[src/rtl/pc_sequencer_if.sv]
// Fetch-address bus between the program-counter stage and the fetch stage,
// including jump/halt control and the accepted-address status outputs.
interface pc_sequencer_if #(
    parameter int WIDTH = 16
);
    logic             ld;
    logic [WIDTH-1:0] ld_addr;
    logic             halt;
    logic             out_valid;
    logic             out_ready;
    logic [WIDTH-1:0] pc;
    logic             wrap;
    logic [WIDTH-1:0] issued;

    modport master (
        input  ld, ld_addr, halt, out_ready,
        output out_valid, pc, wrap, issued
    );

    modport slave (
        output ld, ld_addr, halt, out_ready,
        input  out_valid, pc, wrap, issued
    );
endinterface

[src/rtl/pc_sequencer.sv]
// Program-counter stage: presents the current fetch address over valid/ready,
// advances by one per accepted address, supports jump loads and halt/resume.
module pc_sequencer #(
    parameter int               WIDTH        = 16,
    parameter logic [WIDTH-1:0] RESET_VECTOR = '0
) (
    input  logic           clk,
    input  logic           rst_n,
    pc_sequencer_if.master bus
);

    typedef enum logic [1:0] {
        IDLE   = 2'd0,
        RUN    = 2'd1,
        HALTED = 2'd2
    } state_t;

    state_t           state, state_nxt;
    logic [WIDTH-1:0] pc_q, pc_nxt;
    logic [WIDTH-1:0] issued_q, issued_nxt;
    logic             wrap_q, wrap_nxt;
    logic             out_valid;
    logic             fire;

    // Valid comes straight from registered state, so it never sees out_ready.
    assign out_valid = (state == RUN);
    assign fire      = out_valid && bus.out_ready;

    always_comb begin
        state_nxt  = state;
        pc_nxt     = pc_q;
        issued_nxt = issued_q;
        wrap_nxt   = 1'b0;

        if (fire) begin
            issued_nxt = issued_q + WIDTH'(1);
        end

        // A jump wins over both the increment and a halt request.
        if (bus.ld) begin
            pc_nxt    = bus.ld_addr;
            state_nxt = RUN;
        end else begin
            if (fire) begin
                pc_nxt   = pc_q + WIDTH'(1);
                wrap_nxt = (pc_q == '1);
            end
            case (state)
                IDLE:    state_nxt = RUN;
                RUN:     state_nxt = bus.halt ? HALTED : RUN;
                HALTED:  state_nxt = HALTED;
                default: state_nxt = IDLE;
            endcase
        end
    end

    always_ff @(posedge clk or negedge rst_n) begin
        if (!rst_n) begin
            state    <= IDLE;
            pc_q     <= RESET_VECTOR;
            issued_q <= '0;
            wrap_q   <= 1'b0;
        end else begin
            state    <= state_nxt;
            pc_q     <= pc_nxt;
            issued_q <= issued_nxt;
            wrap_q   <= wrap_nxt;
        end
    end

    assign bus.out_valid = out_valid;
    assign bus.pc        = pc_q;
    assign bus.issued    = issued_q;
    assign bus.wrap      = wrap_q;

endmodule

[src/flat_wrapper.sv]
// flat-port wrapper written by rule: the top's interface ports become plain ports
module pc_sequencer_flat 
#(
    parameter int               WIDTH        = 16,
    parameter logic [WIDTH-1:0] RESET_VECTOR = '0
)
  (clk, rst_n, bus_ld, bus_ld_addr, bus_halt, bus_out_ready, bus_out_valid, bus_pc, bus_wrap, bus_issued);
  pc_sequencer_if #(.WIDTH(WIDTH)) bus_i ();
  input  logic clk;
  input  logic rst_n;
  input wire logic [$bits(bus_i.ld)-1:0] bus_ld;
  input wire logic [$bits(bus_i.ld_addr)-1:0] bus_ld_addr;
  input wire logic [$bits(bus_i.halt)-1:0] bus_halt;
  input wire logic [$bits(bus_i.out_ready)-1:0] bus_out_ready;
  output wire logic [$bits(bus_i.out_valid)-1:0] bus_out_valid;
  output wire logic [$bits(bus_i.pc)-1:0] bus_pc;
  output wire logic [$bits(bus_i.wrap)-1:0] bus_wrap;
  output wire logic [$bits(bus_i.issued)-1:0] bus_issued;
  assign bus_i.ld = bus_ld;
  assign bus_i.ld_addr = bus_ld_addr;
  assign bus_i.halt = bus_halt;
  assign bus_i.out_ready = bus_out_ready;
  assign bus_out_valid = bus_i.out_valid;
  assign bus_pc = bus_i.pc;
  assign bus_wrap = bus_i.wrap;
  assign bus_issued = bus_i.issued;
  pc_sequencer #(.WIDTH(WIDTH), .RESET_VECTOR(RESET_VECTOR)) u_core (.clk(clk), .rst_n(rst_n), .bus(bus_i));
endmodule
[config.mk]
export PLATFORM = sky130hd
export DESIGN_NAME = pc_sequencer_flat
export DESIGN_NICKNAME = d
export VERILOG_FILES = /design/src/rtl/pc_sequencer_if.sv /design/src/rtl/pc_sequencer.sv /design/src/flat_wrapper.sv
export SDC_FILE = /design/constraint.sdc
export NUM_CORES = 1
export LEC_CHECK = 0
export BUFFER_PORTS_ARGS = -buffer_cell sky130_fd_sc_hd__buf_2
export CAP_MARGIN = 20
export CORE_ASPECT_RATIO = 0.8
export CORE_UTILIZATION = 50
export DETAILED_ROUTE_END_ITERATION = 10
export PLACE_DENSITY = 0.77
export SYNTH_ARGS = -nofsm -noshare
export SYNTH_HDL_FRONTEND = slang
export SYNTH_SLANG_ARGS = --single-unit
[constraint.sdc]
create_clock -name clk -period 2.2 [get_ports clk]
set_input_delay 0.11 -clock clk [delete_from_list [all_inputs] [get_ports clk]]
set_output_delay 0.11 -clock clk [all_outputs]
set_load 0.1 [all_outputs]
==> results of run 1 <==
[flip-flops by register name, indices dropped and copies added, names as in the netlist]
register	flops
u_core.state	2
u_core.bus.issued	16
u_core.bus.pc	16
u_core.bus.wrap	1
[cell families after synthesis]
logic type                 synth area share (%)
xor gates and xnor gates                   11.9
adders and majority gates                  1.41
muxes                                      1.69
buffers and inverters                      2.12
and+or+nand+nor                            26.6
AOI/OAI and AO/OA                          6.92
DFF                                        49.4
[cell type report]
cell class              instances  area, µm²  share of cell area, %
multi-input cells             124        858                   38.6
clock buffers                   6       72.6                   3.26
flip-flops and latches         35        885                   39.8
well taps                      40       50.0                   2.25
inverters                       5       18.8                  0.844
repair buffers                 55        280                   12.6
clock inverters                 2       60.1                   2.70
[layer usage]
layer / vias to the layer above / part of all wire (%)
met5: - / 0
met4: 0 / 1.2
met3: 6 / 5.3
met2: 48 / 49
met1: 688 / 45
li1: 710 / -
[stage by stage]
stage	total power, mW	utilization (%)	instances
floorplan	1.62	-	169
global placement	1.77	64.6	258
detailed placement	1.79	64.6	258
CTS	2.49	69.1	267
global route	2.58	69.1	267
finish	2.47	69.1	267
[cell usage in the layout (no fill, tap or decap), types with 2 or more instances in the layout]
| cell | instances |
|---|---|
| mux2i_1 | 3 |
| dfrtp_1 | 28 |
| dfrtp_2 | 7 |
| a221o_1 | 2 |
| nand4_1 | 10 |
| o21ai_1 | 3 |
| nand2_1 | 25 |
| nor2_1 | 5 |
| nand3_1 | 5 |
| xor2_1 | 6 |
| and3_1 | 3 |
| xnor2_1 | 18 |
| nand2b_1 | 2 |
| and4_1 | 2 |
| ha_1 | 2 |
| bufinv_16 | 2 |
| inv_1 | 5 |
| o21ai_0 | 7 |
| a21oi_1 | 4 |
| clkbuf_8 | 5 |
| o31a_1 | 2 |
| nor4_1 | 4 |
| nor3_1 | 4 |
| nor2b_1 | 3 |
| nor3b_1 | 2 |
| a22oi_1 | 2 |
| nor4_4 | 3 |
| buf_2 | 54 |
[critical path, cell delays in order, from the launching register on]
cell	delay, ns
dfrtp_2	0.42
ha_1	0.21
nand4b_2	0.23
nor4_4	0.34
a21oi_1	0.11
o31a_1	0.28
[power breakdown]
part	total (mW)	switching [mW]	internal [mW]	leakage, nW
logic	0.936	0.768	0.168	0.572
registers	0.846	0.113	0.733	0.434
clock network	0.691	0.238	0.453	0.0654
total	2.47	1.12	1.35	1.07
[path summary, 6_finish.rpt]
kind                       slack, ns               endpoint  depth (start not counted)
setup / recovery                0.48      u_core.bus.pc[12]                          5
hold / removal                  0.03       u_core.bus.pc[1]                          3
setup reg to reg                0.48      u_core.bus.pc[12]                          5
hold reg to reg                 0.47  u_core.bus.issued[15]                          1
max in group asynchronous       1.25       u_core.bus.pc[0]                          2
min in group asynchronous       0.42       u_core.bus.pc[4]                          2
==> results.cfg, run 1 <==
[clock_tree]
numClockSinks = 35
hold_buffers = 1
cts_setup_buffers = 0
htree_levels = 2
cts_root_buf = clkbuf_8
clockBufferDepth = 2
clk_latency_ns = 0.29
cts_resized = 0
cts_tree = done
clk_pin_slew_ns = 0.07
cts_buffers = 5

[synthesis]
yosysMostFrequentCell = dfrtp_1
synth_fp_nets = 192
synth-async-reset-ratio_pct = 100
synth_common_cells = dfrtp_1, nand2_1, xnor2_1
synth_ff_type = dfrtp_1
synth-edff-count = 0
avgSynthCellArea_um2 = 10.5
synth.top_cells.by_area = dfrtp_1, xnor2_1, nand2_1, nor4_4, nand4_1
synth_cell_types = 32
yosys.area.top_type = dfrtp_1
ys_seq_area_share_pct = 49.4
ys_ff_latch = 35
synthCells = 169
synth_top_area_share_pct = 49.4
ys.warnings.count = 0
synth.cell_area_um2 = 1770

[timing]
fin_skew_ns = 0.00991
fin_crit_sh_pct = 78.3
rsz0062_at_grt = no
setup_viol = 0
tightest_slew_ns = 0.764
fmax_mhz = 581
setup_tns_ns = 0
drv_slew = 0
min_period_ns = 1.72
hold_viol = 0
worst_slack_ns = 0.478
relSlewSlack_pct = 49.1
hold_slack_ns = 0.0296

[flow_run]
maxCapViolCount = 0

[grt]
grt_pass1_vias = 1386
antenna_found_initial = 0
grt_max_degree = 38
use_met1_pct = 30.3
grt_pass1_wl_um = 6400
gr-total-overflow = 0
grt_usage_pct = 22.7
met3_usage_pct = 5.79
grt.busiest_layer = met2
grtUsageMet2_pct = 34.7

[drt]
drt_iter0_markers = 55
wl_per_cell_um = 14.3
num_vias = 1452
postRouteAntennaNets = 0
drc = 0
dr.pass1.iters = 5
finalWirelength_um = 3810
viasPerCell = 5.44

[floorplanning]
dieHeight_um = 55.2
rows = 18
io_pins = 55
core_area_um2 = 3220
die_x_um = 68.6
start_util_pct = 55.0
die_area_um2 = 3790

[layout]
fillers = 254
area_growth_pct = 25.6
final_net_count = 249
drive_gt1_share_pct = 33.5
antenna_cells = 0
fin_area_um2 = 2220

[worst_setup_path]
timing.critical_path.fanout_max = 6
critPathKind = reg -> reg
crit_arrival_ns = 1.89
required_ns = 2.37
cp-startpoint = u_core.bus.pc[0]
r2r-start = u_core.bus.pc[0]
start_kind = flip-flop
worstSetupEndpointType = flip-flop

[power_and_ir_drop]
leakage_nw = 1.07
ir_worst_vdd_v = 0.000706
p_per_area_nw_per_um2 = 1110

[run_status]
outcome = complete, no violations

[placed_design]
dp_hpwl_um = 2780
numPortBuffers = 54
placed_area_um2 = 2080
place_ws_ns = 0.507
gp_routability_congestion = 0.850

[worst_hold_path]
min_from = bus_ld_addr[1]
hp-class = in -> reg
Note: power is estimated with default switching activity, not from simulation.
==> run 2, diff against run 1 <==
--- a/config.mk
+++ b/config.mk
@@ -5,12 +5,13 @@
 export SDC_FILE = /design/constraint.sdc
 export NUM_CORES = 1
 export LEC_CHECK = 0
+export ABC_AREA = 1
 export BUFFER_PORTS_ARGS = -buffer_cell sky130_fd_sc_hd__buf_2
 export CAP_MARGIN = 20
 export CORE_ASPECT_RATIO = 0.8
-export CORE_UTILIZATION = 50
+export CORE_UTILIZATION = 47
 export DETAILED_ROUTE_END_ITERATION = 10
-export PLACE_DENSITY = 0.77
+export PLACE_DENSITY = 0.74
 export SYNTH_ARGS = -nofsm -noshare
 export SYNTH_HDL_FRONTEND = slang
 export SYNTH_SLANG_ARGS = --single-unit
==> constraint.sdc (replaced) <==
create_clock -name clk -period 1.4 [get_ports clk]
set_input_delay 0.07 -clock clk [delete_from_list [all_inputs] [get_ports clk]]
set_output_delay 0.07 -clock clk [all_outputs]
set_load 0.1 [all_outputs]
==> run 2 against run 1 <==
Global-route usage rose by 0.96 points. First-iteration DRC count rose to 2.8 times the previous value. Combinational power increased by 130%. Core utilization down 3.1 points. Critical path depth decreased by 3. Cell area increased by 25%. Area after synthesis up 17%. Highest routed layer unchanged. Clock skew up 0.0013 ns. Flip-flop and latch count stayed put. Largest power group unchanged. Synthesized cell count rose by 75%. Sequential share of layout area decreased by 4.4 points. Largest cell class is now multi-input combinational cells. Sequential power up 81%.
==> results.cfg, run 2 <==
[run_status]
outcome = complete, no violations

[grt]
grt_max_degree = 36
antenna_found_initial = 0
grt_pass1_wl_um = 8320
grt_usage_pct = 23.7
grt_pass1_vias = 1757
gr-total-overflow = 0

[timing]
hold_viol = 0
rsz0062_at_grt = no
tightest_slew_ns = 0.498
fin_crit_sh_pct = 96.4
setup_viol = 0
drv_slew = 0
fmax_mhz = 741
min_period_ns = 1.35
fin_skew_ns = 0.0112
relSlewSlack_pct = 67.0
worst_slack_ns = 0.0511
hold_slack_ns = 0.0103

[synthesis]
synthCells = 295
ys_seq_area_share_pct = 42.3
synth_cell_types = 24
avgSynthCellArea_um2 = 7.02
synth_ff_type = dfrtp_1
synth_top_area_share_pct = 42.3
synth.cell_area_um2 = 2070
synth_common_cells = nand2_1, inv_1, dfrtp_1
yosysMostFrequentCell = nand2_1
ys.warnings.count = 0
synth_fp_nets = 318
ys_ff_latch = 35
yosys.area.top_type = dfrtp_1
synth-async-reset-ratio_pct = 100
synth-edff-count = 0
synth.top_cells.by_area = dfrtp_1, nand2_1, inv_1, nor2_1, nand3_1

[power_and_ir_drop]
p_per_area_nw_per_um2 = 1600
ir_worst_vdd_v = 0.00161
power_mw = 4.44
leakage_nw = 1.34

[worst_setup_path]
timing.critical_path.fanout_max = 5
start_kind = flip-flop
crit_arrival_ns = 1.28
r2r-start = u_core.state[1]
worstSetupEndpointType = output pin
ff2ff_path_depth = 7
required_ns = 1.33
endpoint = bus_pc[2]
r2r_setup_slack_ns = 0.09
cp-startpoint = u_core.bus.pc[2]
critPathKind = reg -> out
r2r_end = u_core.bus.pc[7]

[layout]
area_growth_pct = 33.9
register_area_um2 = 980
instances_no_fill = 423
drive_gt1_share_pct = 30.9
mostFrequentLayoutCells = nand2_1, buf_2, inv_1
layout_commonest_cell = nand2_1
final_net_count = 388
multi_input_area_um2 = 1090
antenna_cells = 0
final_core_util_pct = 66.0
fillers = 374

[clock_tree]
numClockSinks = 35
cts_tree = done
clk_latency_ns = 0.30
clockBufferDepth = 2
cts_setup_buffers = 0
cts_root_buf = clkbuf_8
cts_buffers = 5
clk_pin_slew_ns = 0.06
htree_levels = 2

[floorplanning]
rows = 21
die_area_um2 = 4680
die_x_um = 76.2
start_util_pct = 49.3
core_area_um2 = 4200
io_pins = 55
dieHeight_um = 61.4

[drt]
drc = 0
postRouteAntennaNets = 0
finalWirelength_um = 5330
wl_per_cell_um = 12.6
viasPerCell = 4.91
num_vias = 2079
drt_iter0_markers = 152
dr.pass1.iters = 4

[placed_design]
gp_routability_congestion = 0.798
dp_hpwl_um = 3890
numPortBuffers = 54
dp.cells = 408
place_ws_ns = 0.0788

[flow_run]
maxCapViolCount = 0

[worst_hold_path]
hp-class = in -> reg
==> run 2: area by class of cell <==
type	instances	area share, %
clock inverter	1	0.180
sequential	35	35.3
clock buffer	7	3.11
timing repair buffer	68	14.7
multi-input combinational	219	39.2
tap	57	2.57
inverter	36	4.87
==> run 2: worst max-delay path, stage by stage (launching register included) <==
cell and delay [ns]:
dfrtp_4 0.41, buf_4 0.14, buf_2 0.43
==> run 2: per-layer routing <==
layer	global-route usage, %	routed length [µm]
met3	6.37	387
met1	36.0	2730
met5	0	0
met4	7.42	21
met2	32.4	2190
==> run 2: worst min-delay path by stage <==
stage | start | to | slack (ns) | depth (start not counted)
final | bus_ld_addr[4] | u_core.bus.pc[4] | 0.01 | 3
after global routing | bus_ld_addr[3] | u_core.bus.pc[3] | 0.02 | 3
after CTS | bus_ld_addr[4] | u_core.bus.pc[4] | 0.002 | 3
after detailed placement | rst_n | u_core.bus.pc[13] | 0.05 | 2
after global placement | rst_n | u_core.bus.pc[12] | 0.05 | 2
after floorplan | rst_n | u_core.bus.issued[13] | -0.23 | 0
==> run 2: logic make-up (layout without fill, tap and decap cells) <==
| group | count (synthesis) | in the layout | share of synthesized area, % |
|---|---|---|---|
| AO/OA/AOI/OAI | 24 | 24 | 6.94 |
| XOR/XNOR | 11 | 11 | 4.65 |
| adder cells (fa/ha/maj) | 2 | 2 | 1.21 |
| buffers and inverters | 41 | 112 | 8.09 |
| flip-flops | 35 | 35 | 42.3 |
| AND/OR/NAND/NOR | 182 | 182 | 36.8 |
==> run 2: report_power, final <==
| group | switching [mW] | leakage (nW) | total, mW | internal, mW |
|---|---|---|---|---|
| Sequential | 0.251 | 0.398 | 1.53 | 1.28 |
| Combinational | 1.71 | 0.890 | 2.12 | 0.408 |
| Clock | 0.385 | 0.0482 | 0.782 | 0.397 |
| Total | 2.35 | 1.34 | 4.44 | 2.09 |
==> run 2: through the flow <==
stage               area, µm²  setup TNS, ns
CTS                      2760              0
floorplan                2220       -0.00797
global route             2770              0
global placement         2590              0
detailed placement       2590              0
finish                   2770              0
==> run 2: what timing repair did <==
action | CTS | global route
setup endpoints to repair | 0 | 5
hold buffers | 7 | 0
resized for setup | 0 | 4
hold endpoints to repair | 41 | 0
